### src/rtl/cmd_dispatch.sv
// Host-side end of the unit command bus: parses command frames, issues one command at a time to a unit,
// collects its parameter writes into a response frame, and grants involuntary report slots when idle.
module cmd_dispatch #(
  parameter int unsigned NUNITS   = 8,
  parameter int unsigned CMD_BITS = 8,
  parameter int unsigned MAX_ARGS = 8,
  parameter int unsigned RESP_MAX = 16,
  parameter int unsigned TIMEOUT  = 65535
) (
  input  logic                 clk,
  input  logic                 rst,
  input  logic [31:0]          in_data,
  input  logic                 in_valid,
  output logic                 in_ready,
  output logic [31:0]          out_data,
  output logic                 out_valid,
  input  logic                 out_ready,
  output logic [CMD_BITS-1:0]  cmd,
  output logic [NUNITS-1:0]    cmd_ready,
  output logic [31:0]          arg_data,
  input  logic [NUNITS-1:0]    arg_advance,
  input  logic [NUNITS-1:0]    cmd_done,
  input  logic [NUNITS*32-1:0] param_data,
  input  logic [NUNITS-1:0]    param_write,
  input  logic [NUNITS-1:0]    invol_req,
  output logic [NUNITS-1:0]    invol_grant
);
  localparam int unsigned UW  = (NUNITS > 1) ? $clog2(NUNITS) : 1;
  localparam int unsigned AW  = (MAX_ARGS > 1) ? $clog2(MAX_ARGS) : 1;
  localparam int unsigned RIW = (RESP_MAX > 1) ? $clog2(RESP_MAX) : 1;
  localparam int unsigned TW  = $clog2(TIMEOUT + 1);

  localparam logic [7:0] ST_OK    = 8'h00;
  localparam logic [7:0] ST_ERR   = 8'h01;
  localparam logic [7:0] ST_TMO   = 8'h02;
  localparam logic [7:0] ST_OVF   = 8'h03;
  localparam logic [7:0] ST_INVOL = 8'h80;

  typedef enum logic [2:0] {S_IDLE, S_HDR, S_ARGS, S_ISSUE, S_EXEC, S_REPLY} state_e;

  state_e          state_q, state_d;
  logic [7:0]      unit_q, unit_d, hcmd_q, hcmd_d, nargs_q, nargs_d, argc_q, argc_d;
  logic [7:0]      rd_q, rd_d, cnt_q, cnt_d, ridx_q, ridx_d;
  logic [TW-1:0]   tmo_q, tmo_d;
  logic            err_q, err_d, ovf_q, ovf_d, tflag_q, tflag_d, invol_q, invol_d;
  logic [UW-1:0]   rr_q, rr_d;

  logic                in_ready_q, in_ready_d, out_valid_q, out_valid_d;
  logic [31:0]         out_data_q, out_data_d, arg_data_q, arg_data_d;
  logic [CMD_BITS-1:0] cmd_q, cmd_d;
  logic [NUNITS-1:0]   cmd_ready_q, cmd_ready_d, invol_grant_q, invol_grant_d;

  logic [31:0] arg_buf_q  [MAX_ARGS];
  logic [31:0] resp_buf_q [RESP_MAX];

  logic [UW-1:0]     sel, pick_idx, scan_idx;
  logic              pick_ok, arg_we, resp_we, busy_d;
  logic [31:0]       resp_wdata, arg_word;
  logic [7:0]        status;
  logic [NUNITS-1:0] onehot_d;

  assign in_ready    = in_ready_q;
  assign out_data    = out_data_q;
  assign out_valid   = out_valid_q;
  assign cmd         = cmd_q;
  assign cmd_ready   = cmd_ready_q;
  assign arg_data    = arg_data_q;
  assign invol_grant = invol_grant_q;

  always_comb begin
    state_d = state_q;  unit_d = unit_q;  hcmd_d = hcmd_q;  nargs_d = nargs_q;
    argc_d  = argc_q;   rd_d   = rd_q;    cnt_d  = cnt_q;   ridx_d  = ridx_q;
    tmo_d   = tmo_q;    err_d  = err_q;   ovf_d  = ovf_q;   tflag_d = tflag_q;
    invol_d = invol_q;  rr_d   = rr_q;
    arg_we  = 1'b0;
    resp_we = 1'b0;
    sel        = unit_q[UW-1:0];
    resp_wdata = param_data[32*sel +: 32];

    // Round-robin scan of involuntary requests starting at rr_q
    pick_ok  = 1'b0;
    pick_idx = '0;
    scan_idx = '0;
    for (int i = 0; i < int'(NUNITS); i++) begin
      scan_idx = UW'((int'(rr_q) + i) % int'(NUNITS));
      if (!pick_ok && invol_req[scan_idx]) begin
        pick_ok  = 1'b1;
        pick_idx = scan_idx;
      end
    end

    if (state_q == S_ISSUE || state_q == S_EXEC) begin
      if (param_write[sel]) begin
        if (cnt_q < 8'(RESP_MAX)) begin
          resp_we = 1'b1;
          cnt_d   = cnt_q + 8'd1;
        end else begin
          ovf_d = 1'b1;
        end
      end
      if (arg_advance[sel] && rd_q < nargs_q) rd_d = rd_q + 8'd1;
    end

    case (state_q)
      S_IDLE: begin
        if (in_valid) begin
          state_d = S_HDR;
        end else if (pick_ok) begin
          state_d = S_EXEC;  invol_d = 1'b1;  unit_d = 8'(pick_idx);  hcmd_d = '0;
          nargs_d = '0;  rd_d = '0;  cnt_d = '0;  ridx_d = '0;  tmo_d = '0;
          err_d = 1'b0;  ovf_d = 1'b0;  tflag_d = 1'b0;
        end
      end
      S_HDR: begin
        if (in_valid) begin
          unit_d  = in_data[31:24];  hcmd_d = in_data[23:16];  nargs_d = in_data[7:0];
          argc_d  = '0;  rd_d = '0;  cnt_d = '0;  ridx_d = '0;  tmo_d = '0;
          ovf_d   = 1'b0;  tflag_d = 1'b0;  invol_d = 1'b0;
          err_d   = (in_data[31:24] >= 8'(NUNITS)) || (in_data[7:0] > 8'(MAX_ARGS));
          if (in_data[7:0] != 8'd0) state_d = S_ARGS;
          else                      state_d = err_d ? S_REPLY : S_ISSUE;
        end
      end
      S_ARGS: begin
        // Malformed frames are drained without touching the arg buffer
        if (in_valid) begin
          arg_we = !err_q;
          argc_d = argc_q + 8'd1;
          if (argc_d == nargs_q) state_d = err_q ? S_REPLY : S_ISSUE;
        end
      end
      S_ISSUE: state_d = S_EXEC;
      S_EXEC: begin
        if (cmd_done[sel]) begin
          state_d = S_REPLY;
        end else if (tmo_q == TW'(TIMEOUT - 1)) begin
          state_d = S_REPLY;
          tflag_d = 1'b1;
        end else begin
          tmo_d = tmo_q + TW'(1);
        end
        if (state_d == S_REPLY && invol_q) rr_d = UW'((int'(sel) + 1) % int'(NUNITS));
      end
      S_REPLY: begin
        if (out_valid_q && out_ready) begin
          if (ridx_q == cnt_q) state_d = S_IDLE;
          else                 ridx_d  = ridx_q + 8'd1;
        end
      end
      default: state_d = S_IDLE;
    endcase

    // Registered outputs are derived from next-state values
    busy_d        = (state_d == S_ISSUE) || (state_d == S_EXEC);
    onehot_d      = NUNITS'(1) << unit_d[UW-1:0];
    in_ready_d    = (state_d == S_HDR) || (state_d == S_ARGS);
    cmd_ready_d   = (state_d == S_ISSUE) ? onehot_d : '0;
    invol_grant_d = (state_d == S_EXEC && invol_d) ? onehot_d : '0;
    cmd_d         = (busy_d && !invol_d) ? CMD_BITS'(hcmd_d) : '0;

    // Bypass covers the last arg being written in the same cycle it is first presented
    arg_word = arg_buf_q[AW'(rd_d)];
    if (arg_we && AW'(argc_q) == AW'(rd_d)) arg_word = in_data;
    arg_data_d = (busy_d && rd_d < nargs_d) ? arg_word : '0;

    status = err_d ? ST_ERR : tflag_d ? ST_TMO : ovf_d ? ST_OVF : ST_OK;
    if (invol_d) status = status | ST_INVOL;
    out_valid_d = (state_d == S_REPLY);
    out_data_d  = '0;
    if (state_d == S_REPLY) begin
      out_data_d = (ridx_d == 8'd0) ? {unit_d, hcmd_d, status, cnt_d}
                                    : resp_buf_q[RIW'(ridx_d - 8'd1)];
    end
  end

  always_ff @(posedge clk) begin
    if (rst) begin
      state_q <= S_IDLE;  unit_q <= '0;  hcmd_q <= '0;  nargs_q <= '0;  argc_q <= '0;
      rd_q    <= '0;      cnt_q  <= '0;  ridx_q <= '0;  tmo_q   <= '0;
      err_q   <= 1'b0;    ovf_q  <= 1'b0;  tflag_q <= 1'b0;  invol_q <= 1'b0;  rr_q <= '0;
      in_ready_q <= 1'b0;  out_valid_q <= 1'b0;  out_data_q <= '0;  arg_data_q <= '0;
      cmd_q      <= '0;    cmd_ready_q <= '0;    invol_grant_q <= '0;
    end else begin
      state_q <= state_d;  unit_q <= unit_d;  hcmd_q <= hcmd_d;  nargs_q <= nargs_d;
      argc_q  <= argc_d;   rd_q   <= rd_d;    cnt_q  <= cnt_d;   ridx_q  <= ridx_d;
      tmo_q   <= tmo_d;    err_q  <= err_d;   ovf_q  <= ovf_d;   tflag_q <= tflag_d;
      invol_q <= invol_d;  rr_q   <= rr_d;
      in_ready_q <= in_ready_d;  out_valid_q <= out_valid_d;  out_data_q <= out_data_d;
      arg_data_q <= arg_data_d;  cmd_q <= cmd_d;  cmd_ready_q <= cmd_ready_d;
      invol_grant_q <= invol_grant_d;
    end
  end

  // Buffer contents need no reset: counters define what is valid
  always_ff @(posedge clk) begin
    if (arg_we)  arg_buf_q[AW'(argc_q)] <= in_data;
    if (resp_we) resp_buf_q[RIW'(cnt_q)] <= resp_wdata;
  end

endmodule
### config.mk
export PLATFORM = sky130hd
export DESIGN_NAME = cmd_dispatch
export DESIGN_NICKNAME = d
export VERILOG_FILES = /design/src/rtl/cmd_dispatch.sv
export SDC_FILE = /design/constraint.sdc
export NUM_CORES = 1
export LEC_CHECK = 0
export BUFFER_PORTS_ARGS = -buffer_cell sky130_fd_sc_hd__buf_4
export CORE_MARGIN = 8
export CORE_UTILIZATION = 59
export DETAILED_ROUTE_END_ITERATION = 8
export PLACE_DENSITY = 0.78
export SYNTH_ARGS = -nofsm -noshare
export SYNTH_HDL_FRONTEND = slang
export SYNTH_SLANG_ARGS = --single-unit
### constraint.sdc
create_clock -name clk -period 12.1 [get_ports clk]
set_input_delay 1.21 -clock clk [delete_from_list [all_inputs] [get_ports clk]]
set_output_delay 1.21 -clock clk [all_outputs]
set_load 0.01 [all_outputs]
Word level (Yosys, flattened, before mapping)
Memories as Yosys holds them, arrays and structs flattened. A register that Yosys moved wholly into a read port is not among the register bits.
Cells that the tools add are included.
Word-level totals
  memories: 2
  bits in writable memories: 768
  output and inout bits: 90
  word-level logic and storage cells: 243
  input port bits: 324
  flip-flop bits (word level): 140
Memories
  resp_buf_q: depth 16, width 32, rd ports 1, clocked after Yosys merged registers in 0, write ports 1, RTL line 54  | logic [31:0] resp_buf_q [RESP_MAX];
  arg_buf_q: depth 8, width 32, rd ports 1, clocked after Yosys merged registers in 1, write ports 1, RTL line 53  | logic [31:0] arg_buf_q [MAX_ARGS];
Cells by class
  $add $sub $neg: 14
  equal/unequal tests: 20
  magnitude comparators: 14
  multiplexer cells: 127
  bitwise gates (word level): 5
  shift operators: 2
  reductions and logical operators: 39
Operators by type and width (count)
  256-bit by 9-bit indexed part select with 32-bit output: 1
  8-bit two-way mux: 28
  8-bit case mux with 2 select lines: 6
  16-bit two-way mux: 5
  3-bit two-way mux: 21
  16-bit case mux with 3 select lines: 1
  1-bit two-way mux: 45
  3-bit by 4-bit less-than comparator with 1-bit output, second input constant: 9
  1-bit binary-select mux with 3-bit select: 11
  8-bit by 1-bit adder with 8-bit output, second input constant: 4
  32-bit two-way mux: 1
  8-bit case mux with 3 select lines: 1
  3-bit case mux with 6 select lines: 1
  16-bit by 1-bit adder with 16-bit output, second input constant: 1
  16-bit equality test, second input constant: 1
  8-bit equality test: 2
  8-bit less-than comparator: 2
  3-bit equality test, second input constant: 5
  1-bit logical AND: 13
  3-bit adder, second input constant: 4
  3-bit by 2-bit equality test with 1-bit output, second input constant: 4
  2-bit != test, second input constant: 6
  2-bit OR reduction: 5
  1-bit zero test: 9
  other kinds (21): 35

Longest topological paths before layout
Gate-level depths: netlist of run 1.
  depth after elaboration: 32
  mapped depth: 23
  depth with buffers taken out: 18

Worst setup path before layout of run 1
OpenSTA, ideal clock, no wires.
  path type: input -> register
  start point: in in_valid
  end point: mem arg_buf_q[0][0] (enable)
  data arrival time: 5.192 ns
  setup slack: 6.396 ns
  stages on the path: 4
  setup time: 0.513 ns
  buffers on the path: 2
  required time: 11.587 ns
  cells stage by stage: clkbuf_1 -> nand2_1 -> clkbuf_1 -> nor4b_1
Between the ends
  longest elaborated chain between the ends: 4
Ends and longest elaborated chain
  from (decl): RTL line 13  | input logic in_valid,
  1-bit two-way mux: RTL line 126  | if (in_valid) begin
  1-bit two-way mux: RTL line 104  | case (state_q)
  1-bit two-way mux: RTL line 196  | if (arg_we) arg_buf_q[AW'(argc_q)] <= in_data;
  1-bit two-way mux (implied by the code): RTL line 196
  to (decl): RTL line 53
Every way passes these cells.

Final worst setup path of run 1
  start point: reg rr_q[1]
  end point: reg arg_data_q[25] (netlist: arg_data[25]), read port of arg_buf_q
Between the ends
  longest elaborated chain between the ends: 32
Ends and longest elaborated chain
  from (decl): RTL line 46  | logic [UW-1:0] rr_q, rr_d;
  from (signal assigned): RTL line 187  | invol_q <= invol_d; rr_q <= rr_d;
  branches (longest 23 deep; another with 3-bit by 1-bit adder with 3-bit output)
  1-bit two-way mux (*): RTL line 86  | if (!pick_ok && invol_req[scan_idx]) begin
  branches (longest 8 deep; another with 8-bit less-than comparator)
  to (decl): RTL line 49  | logic [31:0] out_data_q, out_data_d, arg_data_q, arg_data_d;
Every way passes the cells marked *. The select of a mux whose other input is x is not followed.
A chain may end at the register's enable or synchronous reset.

==> results of run 1 <==
-- flip-flops by register name, summed over array words and instances, names as in the netlist, 3 cells and up --
register     cells
hcmd_q           8
arg_data        32
cmd_ready        8
unit_q           8
rd_q             8
argc_q           8
out_data        32
state_q          3
nargs_q          8
cmd              8
resp_buf_q     512
cnt_q            8
tmo_q           16
invol_grant      8
rr_q             3
ridx_q           8
arg_buf_q      256
-- stage by stage --
step | utilization [%] | hold WS (ns) | area, µm² | cells
after floorplan | - | 0.4642 | 39280 | 2471
after global placement | 65.85 | 0.4853 | 43370 | 3632
after detailed placement | 65.85 | 0.4925 | 43370 | 3632
after CTS | 70.14 | 0.5026 | 46200 | 3795
after global routing | 70.14 | 0.5350 | 46200 | 3795
final | 70.15 | 0.5022 | 46200 | 3798
-- worst min-delay path, stage by stage, from the launching register on --
cell and delay, ns:
dfxtp_1 0.32, o21ai_0 0.07, a21oi_1 0.06
-- power breakdown --
part | switching [mW] | internal, mW | total, mW
registers | 0.0452 | 3.65 | 3.70
logic | 0.483 | 0.285 | 0.768
clock network | 1.18 | 1.51 | 2.69
total | 1.70 | 5.45 | 7.15
-- final cells by class --
cell class / instances / area [µm²]
Tap cell: 864 / 1081
Multi-Input combinational cell: 1343 / 12220
Sequential cell: 940 / 26510
Inverter: 24 / 90.09
Fill cell: 4166 / 19660
Antenna cell: 3 / 7.507
Clock inverter: 44 / 355.3
Clock buffer: 119 / 2472
Timing Repair Buffer: 461 / 3461
-- cell usage after synthesis (3+ instances only) --
| library cell | instances |
|---|---|
| or4_1 | 7 |
| nor2_1 | 175 |
| dfxtp_1 | 172 |
| a221oi_1 | 3 |
| and2_1 | 10 |
| nor2b_1 | 11 |
| edfxtp_1 | 768 |
| a21oi_1 | 99 |
| o311ai_1 | 7 |
| a32oi_1 | 32 |
| a211o_1 | 4 |
| clkbuf_1 | 94 |
| o221ai_1 | 37 |
| nor4_1 | 4 |
| o21ai_0 | 40 |
| o21ai_1 | 37 |
| or3_1 | 8 |
| nand3_1 | 24 |
| and4_1 | 6 |
| buf_4 | 4 |
| mux4_2 | 208 |
| nor3_1 | 57 |
| inv_1 | 23 |
| nor3b_1 | 4 |
| nand2_1 | 173 |
| nand3b_1 | 6 |
| buf_1 | 15 |
| o311ai_0 | 25 |
| o22ai_1 | 7 |
| nand4_1 | 14 |
| a211oi_1 | 13 |
| ha_1 | 28 |
| mux2_2 | 37 |
| buf_2 | 46 |
| a21o_1 | 5 |
| xor2_1 | 36 |
| mux2i_1 | 67 |
| xnor2_1 | 17 |
| a31oi_1 | 6 |
| and3_1 | 24 |
| buf_6 | 5 |
| o22a_1 | 20 |
| and3b_1 | 4 |
| nand2b_1 | 13 |
| o2bb2ai_1 | 32 |
-- worst max-delay path by stage --
stage	end	slack, ns	cells after the start
after floorplan	arg_buf_q[0][0]	6.40	4
after global routing	arg_data[2]	4.80	17
after detailed placement	arg_data[18]	5.29	17
after global placement	arg_data[14]	5.48	17
final	arg_data[25]	5.25	17
after CTS	arg_data[25]	5.27	17
-- cells by family (layout without fill, tap and decap cells) --
logic type,count (synthesis),in the layout,synth area share (%)
compound gates,402,402,7.249
mux,312,312,14.69
simple gates,548,548,6.434
fa+ha+maj,28,28,0.8918
xor+xnor,53,53,1.182
buf+inv,188,648,2.077
other cells,0,3,0
flops,940,940,67.47
-- layer usage --
| layer | global-route usage [%] | share of wire [%] | vias up |
|---|---|---|---|
| met1 | 33.61 | 36 | 12460 |
| met5 | 0 | 0 | - |
| li1 | - | - | 10630 |
| met4 | 12.44 | 4.5 | 0 |
| met2 | 47.22 | 51 | 1407 |
| met3 | 5.906 | 9.2 | 233 |
==> metrics.txt, run 1 <==
Port Buffers 413; Setup crit start kind register; Worst Hold Class reg -> reg; mapped cell area 0.03928 mm²; drt pass-1 iters 5; Mapped Avg Cell Area 15.90 µm²; kind of critical path reg -> reg; normalized max-slew margin 20.31%; Hold Startpoint argc_q[7]; post-synth cell types 78; Placer Congestion 0.9570; pre-CTS setup slack 5.285 ns; layout cells sized above 1 30.19%; DIE AREA 0.07509 mm²; Final setup violation count 0; clk slew on worst S/H paths 0.06 ns; Crit-path slowest cell nor2_4; reg2reg start rr_q[1]; total CTS buffers 88; drt drc 0; total core area 0.06586 mm²; reg-to-reg critical path endpoint arg_data[25]; area delta synth->final 17.62%; TritonCTS Sinks 940; synthesized instance count 2471; GRT Resource Usage Total 27.59%; Iteration-0 DRC Markers 2561; Total Neg Setup Slack 0 ns; Fin. Hold Viols 0; worst skew pair latency 0.64 ns; most frequent cells in the layout edfxtp_1 (768), buf_4 (461), mux4_2 (208); first-pass GRT wire length 156500 µm; CTS resizes 0; power density cells 154.8 mW/mm²; CP cell instances inv_1 > ha_1 > mux4_2 > mux2_2 > a2111oi_4 > and3_1 > o21ai_4 > buf_4 > nor2_4 > ha_1 > a21o_1 > a21oi_1 > o21ai_0 > or4_1 > a41o_1 > buf_4 > o2bb2ai_1; syn_nets 2823; Slew @ Worst Pin 1.165 ns; Die X-Extent 274.0 µm; nets 3210; I/O pin cnt 414; # rows 94; Max VDD drop 119.1 µV; share of the yosys chip area belonging to registers 67.47%; CTS max path bufs 3; area share of the largest cell type after synthesis 58.71%; CP required 12.64 ns; clk_skew 0.02264 ns; Vias/cell 6.511; routed via count 24730; pin count of the biggest net entering global routing 86; Post-synth EDFFs 768; Routed Antenna Nets 0; Slew Viols, Final 0; max cap viols 0; Post-synth ARST share 0%; RSZ-0062 raised after global routing no; Top Family by Delay on Critical Path simple AND/OR/NAND/NOR gates; Post-synth top flop edfxtp_1; reg2reg setup slack 5.25 ns; hold depth 2; CP bufs+invs 3; slowest stage delay, CP 0.94 ns; Worst setup EP type register; DP HPWL 64710 µm; initial core utilization 59.64%; cell taking the most area after synthesis edfxtp_1; worst path arrival time 7.39 ns; fin crit period 6.852 ns; Yosys reg bits 940; # Post-CTS Setup Buffers 0; vias in the first global route 25540; outcome completed; Area contributors post-synth edfxtp_1 (59%), mux4_2 (12%), dfxtp_1 (8.8%); initial antenna violation count 4; WL/cell 27.74 µm; Yosys warning count 0; CTS tree yes; total wire length 105400 µm; CP max FO 53; post-layout total power 7.151 mW; gr ovfl total 0; hold buffers post-CTS 0; chip height 274.0 µm; H-Tree Depth 3; fmax 145.9 MHz; worst reg-to-reg path cell count 17; LEAKAGE 15.68 nW; WHS Endpoint argc_q[7]; CTS root buf clkbuf_16; origin of the worst setup path rr_q[1]; most common cell after layout, fill and taps aside edfxtp_1; worst setup margin 5.248 ns; Final Cycle Share 56.63%
No activity file was read; power rests on OpenSTA's default activity.
==> run 2, diff against run 1 <==
--- a/config.mk
+++ b/config.mk
@@ -7,9 +7,9 @@
 export LEC_CHECK = 0
 export BUFFER_PORTS_ARGS = -buffer_cell sky130_fd_sc_hd__buf_4
 export CORE_MARGIN = 8
-export CORE_UTILIZATION = 59
+export CORE_UTILIZATION = 53
 export DETAILED_ROUTE_END_ITERATION = 8
-export PLACE_DENSITY = 0.78
+export PLACE_DENSITY = 0.74
 export SYNTH_ARGS = -nofsm -noshare
 export SYNTH_HDL_FRONTEND = slang
 export SYNTH_SLANG_ARGS = --single-unit
==> constraint.sdc (replaced) <==
create_clock -name clk -period 5.5 [get_ports clk]
set_input_delay 0.55 -clock clk [delete_from_list [all_inputs] [get_ports clk]]
set_output_delay 0.55 -clock clk [all_outputs]
set_load 0.01 [all_outputs]
==> metrics.txt, run 2 (synthesis results as in run 1) <==
outcome completed; max FFs per register 512; Setup crit start kind register; gr ovfl total 0; CTS root buf clkbuf_16; CP cell instances inv_1 > ha_2 > mux4_2 > mux2_2 > a2111oi_4 > and3_4 > nor2_1 > nor3_1 > a21oi_1 > ha_1 > a21oi_1 > nor2b_1 > o21ai_0 > o21ai_0 > or4_1 > a41o_1 > buf_4 > o2bb2ai_1; fmax 196.2 MHz; CTS max path bufs 3; DP HPWL 68630 µm; Worst Hold Class in -> reg; Die X-Extent 288.2 µm; Hold Slack 0.1374 ns; Hold Startpoint in_data[13]; Cells after DPL 3752; nets 3230; Final Cycle Share 92.67%; # Post-CTS Setup Buffers 0; DIE AREA 0.08309 mm²; post-layout util 63.33%; kind of critical path reg -> reg; worst path arrival time 5.67 ns; # rows 100; Port Buffers 413; vias in the first global route 25570; hold buffers post-CTS 0; Most flops, register resp_buf_q; power density cells 348.4 mW/mm²; max cap viols 0; clk_skew 0.02897 ns; I/O pin cnt 414; Worst setup EP type register; Vias/cell 6.212; worst skew pair latency 0.65 ns; LEAKAGE 15.93 nW; Net Sw Frac 23.57%; Clk network pwr share 39.7%; # fillers 5160; CTS resizes 0; total core area 0.07395 mm²; Slew @ Worst Pin 1.126 ns; layout cells sized above 1 31.09%; CTS tree yes; GRT Resource Usage Total 25.43%; final non-filler cell total 3927; area delta synth->final 19.21%; total CTS buffers 92; part of the power in registers 49.8%; slowest stage delay, CP 0.61 ns; origin of the worst setup path rr_q[1]; Psw 3.845 mW; reg2reg setup slack 0.40 ns; Crit-path slowest cell mux4_2; chip height 288.2 µm; fin crit period 5.097 ns; Routed Antenna Nets 0; initial antenna violation count 3; normalized max-slew margin 24.91%; CP required 6.07 ns; Iteration-0 DRC Markers 2503; Placer Congestion 0.9724; drt pass-1 iters 5; CP max FO 32; WL/cell 27.23 µm; multi-input logic area 0.01223 mm²; biggest regs resp_buf_q x512, arg_buf_q x256; clk slew on worst S/H paths 0.07 ns; Reg area 0.02651 mm²; Total Neg Setup Slack 0 ns; first-pass GRT wire length 158100 µm; Comb pwr share 10.5%; total wire length 107000 µm; drt drc 0; Slew Viols, Final 0; Final setup violation count 0; most frequent cells in the layout edfxtp_1 (768), buf_4 (472), mux4_2 (208); H-Tree Depth 3; Pint 12.47 mW; routed via count 24390; pin count of the biggest net entering global routing 130; reg2reg start rr_q[1]; RSZ-0062 raised after global routing no; most common cell after layout, fill and taps aside edfxtp_1; Max VDD drop 237.1 µV; TritonCTS Sinks 940; initial core utilization 53.12%; Fin. Hold Viols 0
==> run 2: worst max-delay path: cells and delay by family (launching register included) <==
family | cells | cell delay, ns
multiplexers | 2 | 0.98
buffers and inverters | 2 | 0.33
AO/OA/AOI/OAI | 7 | 1.31
adder cells (fa/ha/maj) | 2 | 0.78
AND/OR/NAND/NOR | 5 | 1.27
flip-flops | 1 | 0.33
==> run 2: metrics by stage <==
step	instance area, µm²	setup WS [ns]	power (mW)
2_1_floorplan	39280	0.1970	9.196
3_3_place_gp	43660	0.2276	9.920
3_5_place_dp	43660	0.1671	9.979
4_1_cts	46810	0.1350	16.37
5_1_grt	46830	0.06679	16.80
6_report	46830	0.4034	16.31
==> run 2: per-layer routing <==
layer	global-route usage, %	wire (µm)
met4	9.794	4214
met2	44.49	54400
met1	31.55	40140
met3	4.405	8200
met5	0	0
==> run 2: final timing paths <==
check	to	depth (start not counted)
min	arg_buf_q[0][13]	1
min reg2reg	argc_q[7]	2
max	arg_data[12]	18
max reg2reg	arg_data[12]	18
==> run 2: power groups by stage <==
stage / logic, mW / registers, mW / clock network (mW)
final: 1.72 / 8.12 / 6.47
after floorplan: 0.952 / 8.24 / 0
after detailed placement: 1.71 / 8.27 / 0
after CTS: 1.71 / 8.12 / 6.54
after global placement: 1.65 / 8.27 / 0
after global routing: 1.85 / 8.13 / 6.82
==> run 2: layout make-up <==
cell class                 instances  share of cell area [%]
sequential                       940                   56.62
clock inverter                    53                   1.395
clock buffer                     119                   5.328
timing repair buffer             477                   7.748
inverter                          24                  0.1924
antenna                            2                 0.01069
multi-input combinational       1343                   26.12
tap                              969                   2.589
